## config.mk

```make
export PLATFORM = sky130hd
export DESIGN_NAME = mem_burst_sequencer
export DESIGN_NICKNAME = d
export VERILOG_FILES = /design/src/rtl/mem_burst_sequencer.sv
export SDC_FILE = /design/constraint.sdc
export NUM_CORES = 1
export LEC_CHECK = 0
export CAP_MARGIN = 20
export CORE_MARGIN = 2
export CORE_UTILIZATION = 24
export CTS_CLUSTER_SIZE = 20
export DETAILED_ROUTE_END_ITERATION = 16
export PLACE_DENSITY = 0.8
export SYNTH_ARGS = -nofsm -noshare
export SYNTH_HDL_FRONTEND = slang
export SYNTH_SLANG_ARGS = --single-unit
```

## constraint.sdc

```tcl
create_clock -name clk -period 3.25 [get_ports clk]
set_input_delay 0.65 -clock clk [delete_from_list [all_inputs] [get_ports clk]]
set_output_delay 0.65 -clock clk [all_outputs]
set_load 0.01 [all_outputs]
```

## src/rtl/mem_burst_sequencer.sv

```systemverilog
// mem_burst_sequencer: multi-word load/store sequencer between the register
// files and the single-port data memory. Beat 0 is issued combinationally in
// the request cycle; later beats run in XFER with the PC held via stall.
// Optional build macro MEM_WAIT_EN adds a mem_ready handshake that stretches
// any beat (including the final one) until the memory accepts it.
`timescale 1ns/1ps

module mem_burst_sequencer #(
  parameter int unsigned DW        = 32,
  parameter int unsigned AW        = 7,
  parameter int unsigned RW        = 5,
  parameter int unsigned MAX_BEATS = 4,
  localparam int unsigned CW       = $clog2(MAX_BEATS + 1)
) (
  input  logic          clk,
  input  logic          rst_n,
  input  logic          req_load,
  input  logic          req_store,
  input  logic [CW-1:0] nwords,
  input  logic [AW-1:0] base_addr,
  input  logic [RW-1:0] reg_base,
  input  logic [DW-1:0] rd_data,
  input  logic [DW-1:0] mem_rdata,
`ifdef MEM_WAIT_EN
  input  logic          mem_ready,
`endif
  output logic [AW-1:0] mem_addr,
  output logic          mem_en,
  output logic          mem_we,
  output logic          mem_re,
  output logic [DW-1:0] mem_wdata,
  output logic [RW-1:0] reg_idx,
  output logic          reg_we,
  output logic [DW-1:0] reg_wdata,
  output logic          stall,
  output logic          busy,
  output logic          done,
  output logic          err
);

  typedef enum logic [0:0] {
    StIdle,
    StXfer
  } state_e;

  localparam logic [CW-1:0] MaxBeats = CW'(MAX_BEATS);

  state_e        state_q, state_d;
  logic [CW-1:0] beat_q, beat_d;
  logic          done_q, done_d;
  logic          err_q, err_d;

  logic          ready;
  logic          req;
  logic          is_load;
  logic          is_store;
  logic [CW-1:0] n_eff;
  logic [CW:0]   beat_inc;
  logic          last_beat;
  logic          access;
  logic          stall_c;

`ifdef MEM_WAIT_EN
  assign ready = mem_ready;
`else
  assign ready = 1'b1;
`endif

  // Simultaneous requests resolve to a load; the conflict is flagged via err.
  assign req      = req_load | req_store;
  assign is_load  = req_load;
  assign is_store = req_store & ~req_load;

  assign n_eff     = (nwords > MaxBeats) ? MaxBeats : nwords;
  assign beat_inc  = {1'b0, beat_q} + {{CW{1'b0}}, 1'b1};
  // Compare with >= so a stray short nwords mid-burst still terminates.
  assign last_beat = (beat_inc >= {1'b0, n_eff});

  // Next-state logic: beat sequencing, abort on dropped request, done/err.
  always_comb begin
    state_d = state_q;
    beat_d  = beat_q;
    done_d  = 1'b0;
    err_d   = err_q | (req_load & req_store);
    access  = 1'b0;
    stall_c = 1'b0;
    case (state_q)
      StIdle: begin
        if (req) begin
          if (n_eff == '0) begin
            done_d = 1'b1;
          end else begin
            access = 1'b1;
            if (!ready) begin
              stall_c = 1'b1;
            end else if (last_beat) begin
              done_d = 1'b1;
            end else begin
              stall_c = 1'b1;
              state_d = StXfer;
              beat_d  = beat_inc[CW-1:0];
            end
          end
        end
      end
      StXfer: begin
        if (!req) begin
          state_d = StIdle;
          beat_d  = '0;
        end else begin
          access = 1'b1;
          if (!ready) begin
            stall_c = 1'b1;
          end else if (last_beat) begin
            state_d = StIdle;
            beat_d  = '0;
            done_d  = 1'b1;
          end else begin
            stall_c = 1'b1;
            beat_d  = beat_inc[CW-1:0];
          end
        end
      end
      default: begin
        state_d = StIdle;
        beat_d  = '0;
      end
    endcase
  end

  // State, beat counter and registered status flags.
  always_ff @(posedge clk or negedge rst_n) begin
    if (!rst_n) begin
      state_q <= StIdle;
      beat_q  <= '0;
      done_q  <= 1'b0;
      err_q   <= 1'b0;
    end else begin
      state_q <= state_d;
      beat_q  <= beat_d;
      done_q  <= done_d;
      err_q   <= err_d;
    end
  end

  // Output decode; everything is forced low while reset is asserted.
  always_comb begin
    mem_addr  = '0;
    mem_en    = 1'b0;
    mem_we    = 1'b0;
    mem_re    = 1'b0;
    mem_wdata = '0;
    reg_idx   = '0;
    reg_we    = 1'b0;
    reg_wdata = '0;
    stall     = 1'b0;
    busy      = 1'b0;
    done      = 1'b0;
    err       = 1'b0;
    if (rst_n) begin
      mem_wdata = rd_data;
      reg_wdata = mem_rdata;
      stall     = stall_c;
      busy      = (state_q == StXfer);
      done      = done_q;
      err       = err_q;
      if (access) begin
        mem_en   = 1'b1;
        mem_re   = is_load;
        mem_we   = is_store;
        reg_we   = is_load & ready;
        // Address and register index wrap naturally at their widths.
        mem_addr = base_addr + AW'(beat_q);
        reg_idx  = reg_base + RW'(beat_q);
      end
    end
  end

endmodule
```

==> results of run 1 <==
## synth_stat cells
cell      count
nor3b_1       2
buf_4         1
a21o_1        3
o32ai_1       1
ha_1         10
or3_1         1
clkbuf_1      7
o21ai_1       1
dfrtp_1       6
and2_1       67
nor2b_1       6
mux2_4        1
nor2_1        9
nand4b_1      1
nor3b_2       1
and3_1        1
inv_4         1
or2_2         1
fa_1          2
inv_1         2
nand2b_1      2
or2_1         1
o21ai_0       2
mux2i_1       1
or4_4         1
nand2_1       3
a31oi_1       1
buf_6         1
xnor2_1       4
a21oi_1       7
and2_4        4
xor2_1        3
## power by group through the flow
| stage | clock, W | combinational (W) | sequential (W) |
|---|---|---|---|
| after floorplan | 0 | 0.000421 | 0.000140 |
| after global placement | 0 | 0.000800 | 0.000157 |
| after detailed placement | 0 | 0.000816 | 0.000157 |
| after CTS | 0.000114 | 0.000811 | 0.000157 |
| after global routing | 0.000120 | 0.000887 | 0.000164 |
| final | 0.000111 | 0.000804 | 0.000157 |
## metal layers
metal  wire length (microns)  GRT usage (%)
met1                    2032          21.13
met2                    2777          30.26
met3                     365          3.292
met4                      17          3.030
met5                       0              0
## logic make-up after synthesis
family,Yosys count,synth area share [%]
buffers and inverters,12,5.028
AOI/OAI and AO/OA,15,7.486
adders and majority gates,12,14.12
muxes,2,2.139
and+or+nand+nor,100,53.16
DFF,6,12.83
xor gates and xnor gates,7,5.241
## sequential cells by signal (all words and copies together) (netlist names)
name / flops
beat_q: 3
done_q: 1
err_q: 1
state_q: 1
## worst register-to-register path: stages, from the launching register on
cell	delay, ns
dfrtp_1	0.48
ha_1	0.25
nor2b_1	0.14
or2_2	0.28
ha_1	0.27
o21ai_0	0.07
o21ai_1	0.10
buf_4	0.16
nor3b_2	0.39
mux2_4	0.34
## layout make-up
cell class / count / area, sq um / share of cell area (%)
inverter: 3 / 13.76 / 0.4564
clock buffer: 3 / 41.29 / 1.369
tap: 67 / 83.83 / 2.780
timing repair buffer: 176 / 1757 / 58.26
multi-input combinational: 136 / 969.7 / 32.16
sequential: 6 / 150.1 / 4.979
## cell usage in the layout, fill, tap and decap left out
master           count
a21o_1               3
a21oi_1              6
a21oi_2              1
a31oi_1              1
and2_1              67
and2_4               4
and3_1               1
buf_12               2
buf_2                1
buf_4                8
clkbuf_8             3
clkdlybuf4s50_1    153
dfrtp_1              6
dlygate4sd2_1        8
dlymetal6s2s_1       4
fa_1                 2
ha_1                10
inv_1                2
inv_4                1
mux2_4               1
mux2i_1              1
nand2_1              3
nand2b_1             2
nand4b_1             1
nor2_1               9
nor2b_1              6
nor3b_1              1
nor3b_2              2
o21ai_0              2
o21ai_1              1
o32ai_1              1
or2_1                1
or2_2                1
or3_1                1
or4_4                1
xnor2_1              4
xor2_1               3
## path summary, 6_finish.rpt
check | end | cells after the start | startpoint | slack (ns)
max in group asynchronous | beat_q[1]$_DFFE_PN0P_ | 2 | rst_n | 2.66
hold reg to reg | err_q$_DFF_PN0_ | 1 | err_q$_DFF_PN0_ | 0.45
setup / recovery | reg_idx[3] | 7 | nwords[0] | 0.09
min in group clk | err_q$_DFF_PN0_ | 1 | err_q$_DFF_PN0_ | 0.45
hold / removal | state_q$_DFF_PN0_ | 2 | rst_n | 0.41
setup reg to reg | beat_q[1]$_DFFE_PN0P_ | 9 | beat_q[1]$_DFFE_PN0P_ | 0.66
## stage by stage
step                setup slack (ns)  std cells
floorplan                     0.8422        154
global placement            -0.05951        388
finish                       0.08656        391
global route                0.001011        391
CTS                         0.004941        391
detailed placement          -0.09750        388
==> flow_summary_export.csv, run 1 <==
group,metric,value,unit
run_status,status,"finished clean",
synthesis,netlist.area_leader.share,35.83,%
sta,tightest_slew,0.4161,ns
clock_tree,clock-sinks,6,
synthesis,syn_area,1170,sq um
sta,tns,0,ns
layout,final_nets,421,
sta,hold_ws,0.4068,ns
floorplanning,die_width,73.82,microns
synthesis,synth_seq_area_share,12.83,%
floorplanning,coreArea,4723,sq um
floorplanning,die_height,73.82,microns
sta,slew_viol_final,0,
routing,drtIter0Drc,36,
layout,utilization,63.84,%
layout,syn2layout_area_growth,157.8,%
clock_tree,clk_latency,0.22,ns
layout,fin_area,3015,sq um
critical_path,end_kind,"output pin",
sta,finalClockSkew,0.003411,ns
routing,num_vias,1627,
clock_tree,post_cts_resized,9,
clock_tree,ctsHoldBuffers,0,
placement,numPortBuffers,166,
placement,gp_congestion,0.8177,
placement,place.detailed.hpwl,4374,microns
routing,drc,0,
routing,routed_wirelength,5192,microns
critical_path,critical_path_class,"primary input to output pin",
synthesis,syn-num-nets,249,
synthesis,synth_top_area_cell,"and2_1",
floorplanning,io_pins,167,
sta,max_clock_freq,316.1,MHz
synthesis,synth_cells,154,
pwr,p_int,0.0006735,W
critical_path,cp.required,2.60,ns
synthesis,yosysWarnings,0,
sta,min_period,3.163,ns
synthesis,ys_seq_elements,6,
clock_tree,cts_root_buf,"clkbuf_8",
worst_hold_path,hp-class,"primary input to asynchronous set/reset pin",
floorplanning,die-area,5449,sq um
placement,dpl_cell_area,2965,sq um
pwr,ir_drop,0.0003854,V
synthesis,synth_area_leaders,"and2_1 36%, dfrtp_1 13%, ha_1 11%, fa_1 3.4%, nor2b_1 3.2%",
clock_tree,cts_tree,"yes",
floorplanning,initial_core_util,24.77,%
critical_path,cp_cell_sequence,"clkdlybuf4s50_1 > or4_4 > nand2_1 > or2_1 > buf_12 > nor2_1 > clkdlybuf4s50_1",
synthesis,avgSynthCellArea,7.597,sq um
pwr,power_frac_comb,75.0,%
pwr,leakage,1.314,nW
layout,fillers,419,
job,cap_violations,0,
critical_path,cp.arrival,2.51,ns
grt,grt_pass1_vias,1437,
pwr,pwr-share-clk,10.4,%
pwr,power_frac_seq,14.6,%
pwr,switchingPower,0.0003985,W
clock_tree,htreeDepth,1,
routing,ant_nets,0,
routing,via_per_inst,4.161,
floorplanning,num_rows,25,
routing,first_pass_iters,4,
grt,grt_first_pass_wirelength,7231,microns
critical_path,worst-path-buf-inv,3,
clock_tree,clockBufferDepth,2,
grt,grt_usage,16.94,%
sta,max_slew_margin,72.14,%
critical_path,crit_path_max_fanout,10,
grt,grt_max_degree,75,
sta,final-setup-viol-count,0,
pwr,power.density,355.5,nW/um^2
pwr,total_power,0.001072,W
grt,overflow,0,
critical_path,crit_family,"buffers and inverters",
sta,rsz0062_at_grt,"false",
clock_tree,postCtsSetupRepairBufs,0,
grt,antenna_found_initial,0,
sta,period_share,97.34,%
critical_path,cp_slowest_stage_delay,0.55,ns
clock_tree,clk_pin_slew,0.04,ns
synthesis,ys_types,32,
layout,antennaDiodeCount,0,
clock_tree,cts_made_buffers,3,
sta,hold_viol,0,
critical_path,cp-start-kind,"primary input",
critical_path,path_common_cell,"clkdlybuf4s50_1",
pwr,switching_share,37.17,%
routing,wl_per_cell,13.28,microns
layout,drive_gt1_share,7.716,%
critical_path,crit_slowest_cell,"or4_4",
(Power assumes the default switching activity.)
==> inputs of run 2 (changes only) <==
--- a/config.mk
+++ b/config.mk
@@ -6,11 +6,12 @@
 export NUM_CORES = 1
 export LEC_CHECK = 0
 export CAP_MARGIN = 20
-export CORE_MARGIN = 2
-export CORE_UTILIZATION = 24
+export CELL_PAD_IN_SITES_DETAIL_PLACEMENT = 1
+export CELL_PAD_IN_SITES_GLOBAL_PLACEMENT = 2
+export CORE_UTILIZATION = 10
 export CTS_CLUSTER_SIZE = 20
 export DETAILED_ROUTE_END_ITERATION = 16
-export PLACE_DENSITY = 0.8
+export PLACE_DENSITY = 0.79
 export SYNTH_ARGS = -nofsm -noshare
 export SYNTH_HDL_FRONTEND = slang
 export SYNTH_SLANG_ARGS = --single-unit
==> run 2 against run 1 <==
Against the previous run:
- non-clock buffer count up 4
- register-to-register slack better by 0.05 ns
- clock skew shrank 0.0030 ns
- power increased by 11%
- die area increased by 120%
- largest cell class unchanged
==> flow_summary_export.csv, run 2 (synthesized netlist as in run 1, its figures left out) <==
group,metric,value,unit
layout,fillers,1348,
pwr,power.density,377.6,nW/um^2
grt,antenna_found_initial,0,
grt,overflow,0,
layout,final_nets,425,
sta,max_clock_freq,316.3,MHz
critical_path,cp.arrival,2.51,ns
routing,via_per_inst,3.648,
routing,ant_nets,0,
sta,max_slew_margin,74.76,%
floorplanning,num_rows,39,
floorplanning,io_pins,167,
placement,gp_congestion,0.7245,
placement,place.detailed.hpwl,5365,microns
critical_path,crit_path_max_fanout,10,
floorplanning,die_height,110.2,microns
clock_tree,cts_tree,"yes",
layout,syn2layout_area_growth,169.6,%
layout,antennaDiodeCount,0,
routing,drc,0,
critical_path,reg2reg_setup_slack,0.71,ns
clock_tree,clockBufferDepth,2,
job,cap_violations,0,
sta,rsz0062_at_grt,"false",
sta,hold_viol,0,
grt,grt_usage,8.902,%
clock_tree,htreeDepth,1,
sta,tightest_slew,0.3770,ns
routing,first_pass_iters,3,
grt,grt_max_degree,60,
sta,slew_viol_final,0,
critical_path,critical_path_class,"primary input to output pin",
pwr,ir_drop,0.0002272,V
critical_path,cp-start-kind,"primary input",
critical_path,r2r-end,"beat_q[1]$_DFFE_PN0P_",
clock_tree,clock-sinks,6,
routing,wl_per_cell,12.89,microns
grt,grt_first_pass_wirelength,8342,microns
routing,routed_wirelength,6072,microns
clock_tree,clk_latency,0.22,ns
critical_path,rr_startpoint,"beat_q[0]$_DFFE_PN0P_",
clock_tree,cts_root_buf,"clkbuf_16",
floorplanning,die_width,110.2,microns
clock_tree,clk_pin_slew,0.03,ns
pwr,leakage,1.336,nW
sta,finalClockSkew,0.0004472,ns
layout,layout_common_cells,"151 x clkdlybuf4s50_1, 67 x and2_1, 13 x buf_4",
routing,drtIter0Drc,53,
critical_path,cp.required,2.60,ns
layout,largest_register_ffs,3,
critical_path,end_kind,"output pin",
sta,period_share,97.27,%
routing,num_vias,1718,
layout,utilization,27.62,%
layout,top_register,"beat_q",
grt,grt_pass1_vias,1672,
worst_hold_path,hp-class,"primary input to asynchronous set/reset pin",
sta,hold_ws,0.3780,ns
run_status,status,"finished clean",
sta,tns,0,ns
layout,final_common_cell,"clkdlybuf4s50_1",
layout,drive_gt1_share,8.841,%
clock_tree,postCtsSetupRepairBufs,0,
floorplanning,initial_core_util,10.25,%
floorplanning,die-area,12140,sq um
clock_tree,cts_made_buffers,3,
clock_tree,ctsHoldBuffers,0,
floorplanning,coreArea,11420,sq um
sta,final-setup-viol-count,0,
critical_path,r2r_cells,9,
sta,min_period,3.161,ns
placement,numPortBuffers,166,
run 2: cell types whose count changed in the layout (fill, tap and decap cells not counted), sizes merged:
| cell | change |
|---|---|
| dlymetal6s2s | -1 |
| dlygate4sd2 | +3 |
| buf | +4 |
| clkdlybuf4s50 | -2 |
run 2: metal layers:
| metal | vias to the layer above | track usage, % | wire length, microns | share of wire (%) |
|---|---|---|---|---|
| met4 | 0 | 0.2820 | 4 | 0.066 |
| met5 | - | 0 | 0 | 0 |
| met3 | 2 | 2.058 | 536 | 8.8 |
| li1 | 843 | - | - | - |
| met1 | 802 | 10.19 | 2295 | 38 |
| met2 | 71 | 17.46 | 3235 | 53 |
run 2: critical path, stage by stage:
cell             delay (ns)
clkdlybuf4s50_1        0.42
or4_4                  0.57
nand2_1                0.11
or2_1                  0.15
buf_12                 0.15
inv_4                  0.05
and2_4                 0.14
dlygate4sd2_1          0.28
run 2: cell type report:
| class | count | area [sq um] | share of cell area, % |
|---|---|---|---|
| sequential | 6 | 150.1 | 4.760 |
| tap | 143 | 178.9 | 5.672 |
| multi-input combinational | 136 | 968.4 | 30.70 |
| clock buffer | 3 | 75.07 | 2.380 |
| timing repair buffer | 180 | 1768 | 56.05 |
| inverter | 3 | 13.76 | 0.4363 |
run 2: worst max path at each step:
stage / startpoint / to / slack, ns / depth (start not counted)
after global routing: base_addr[0] / mem_addr[6] / 0.04 / 8
after detailed placement: nwords[0] / reg_idx[0] / -0.12 / 8
after floorplan: base_addr[0] / mem_addr[6] / 0.84 / 6
final: nwords[0] / reg_idx[0] / 0.09 / 8
after global placement: nwords[0] / reg_idx[0] / -0.09 / 8
after CTS: nwords[0] / mem_addr[3] / 0.01 / 7
run 2: power breakdown:
group	leakage, nW	switching, W	total (W)	internal, W
Clock	0.0370	0.0000380	0.000196	0.000158
Sequential	0.0717	0.0000383	0.000146	0.000108
Combinational	1.23	0.000353	0.000850	0.000496
Total	1.34	0.000430	0.00119	0.000761
run 2: through the flow:
stage	instance area, sq um	worst slack (ns)	total power, W	cells
floorplan	1170	0.8422	0.0005613	154
global placement	3078	-0.08839	0.001007	468
detailed placement	3078	-0.1173	0.001029	468
CTS	3139	0.01156	0.001212	471
global route	3154	0.03710	0.001301	471
finish	3154	0.08859	0.001191	471
run 2: repair_timing:
action | CTS | global route
pin swaps | 1 | 0
endpoints found under the setup margin | 11 | 4
gates resized for setup | 11 | 5
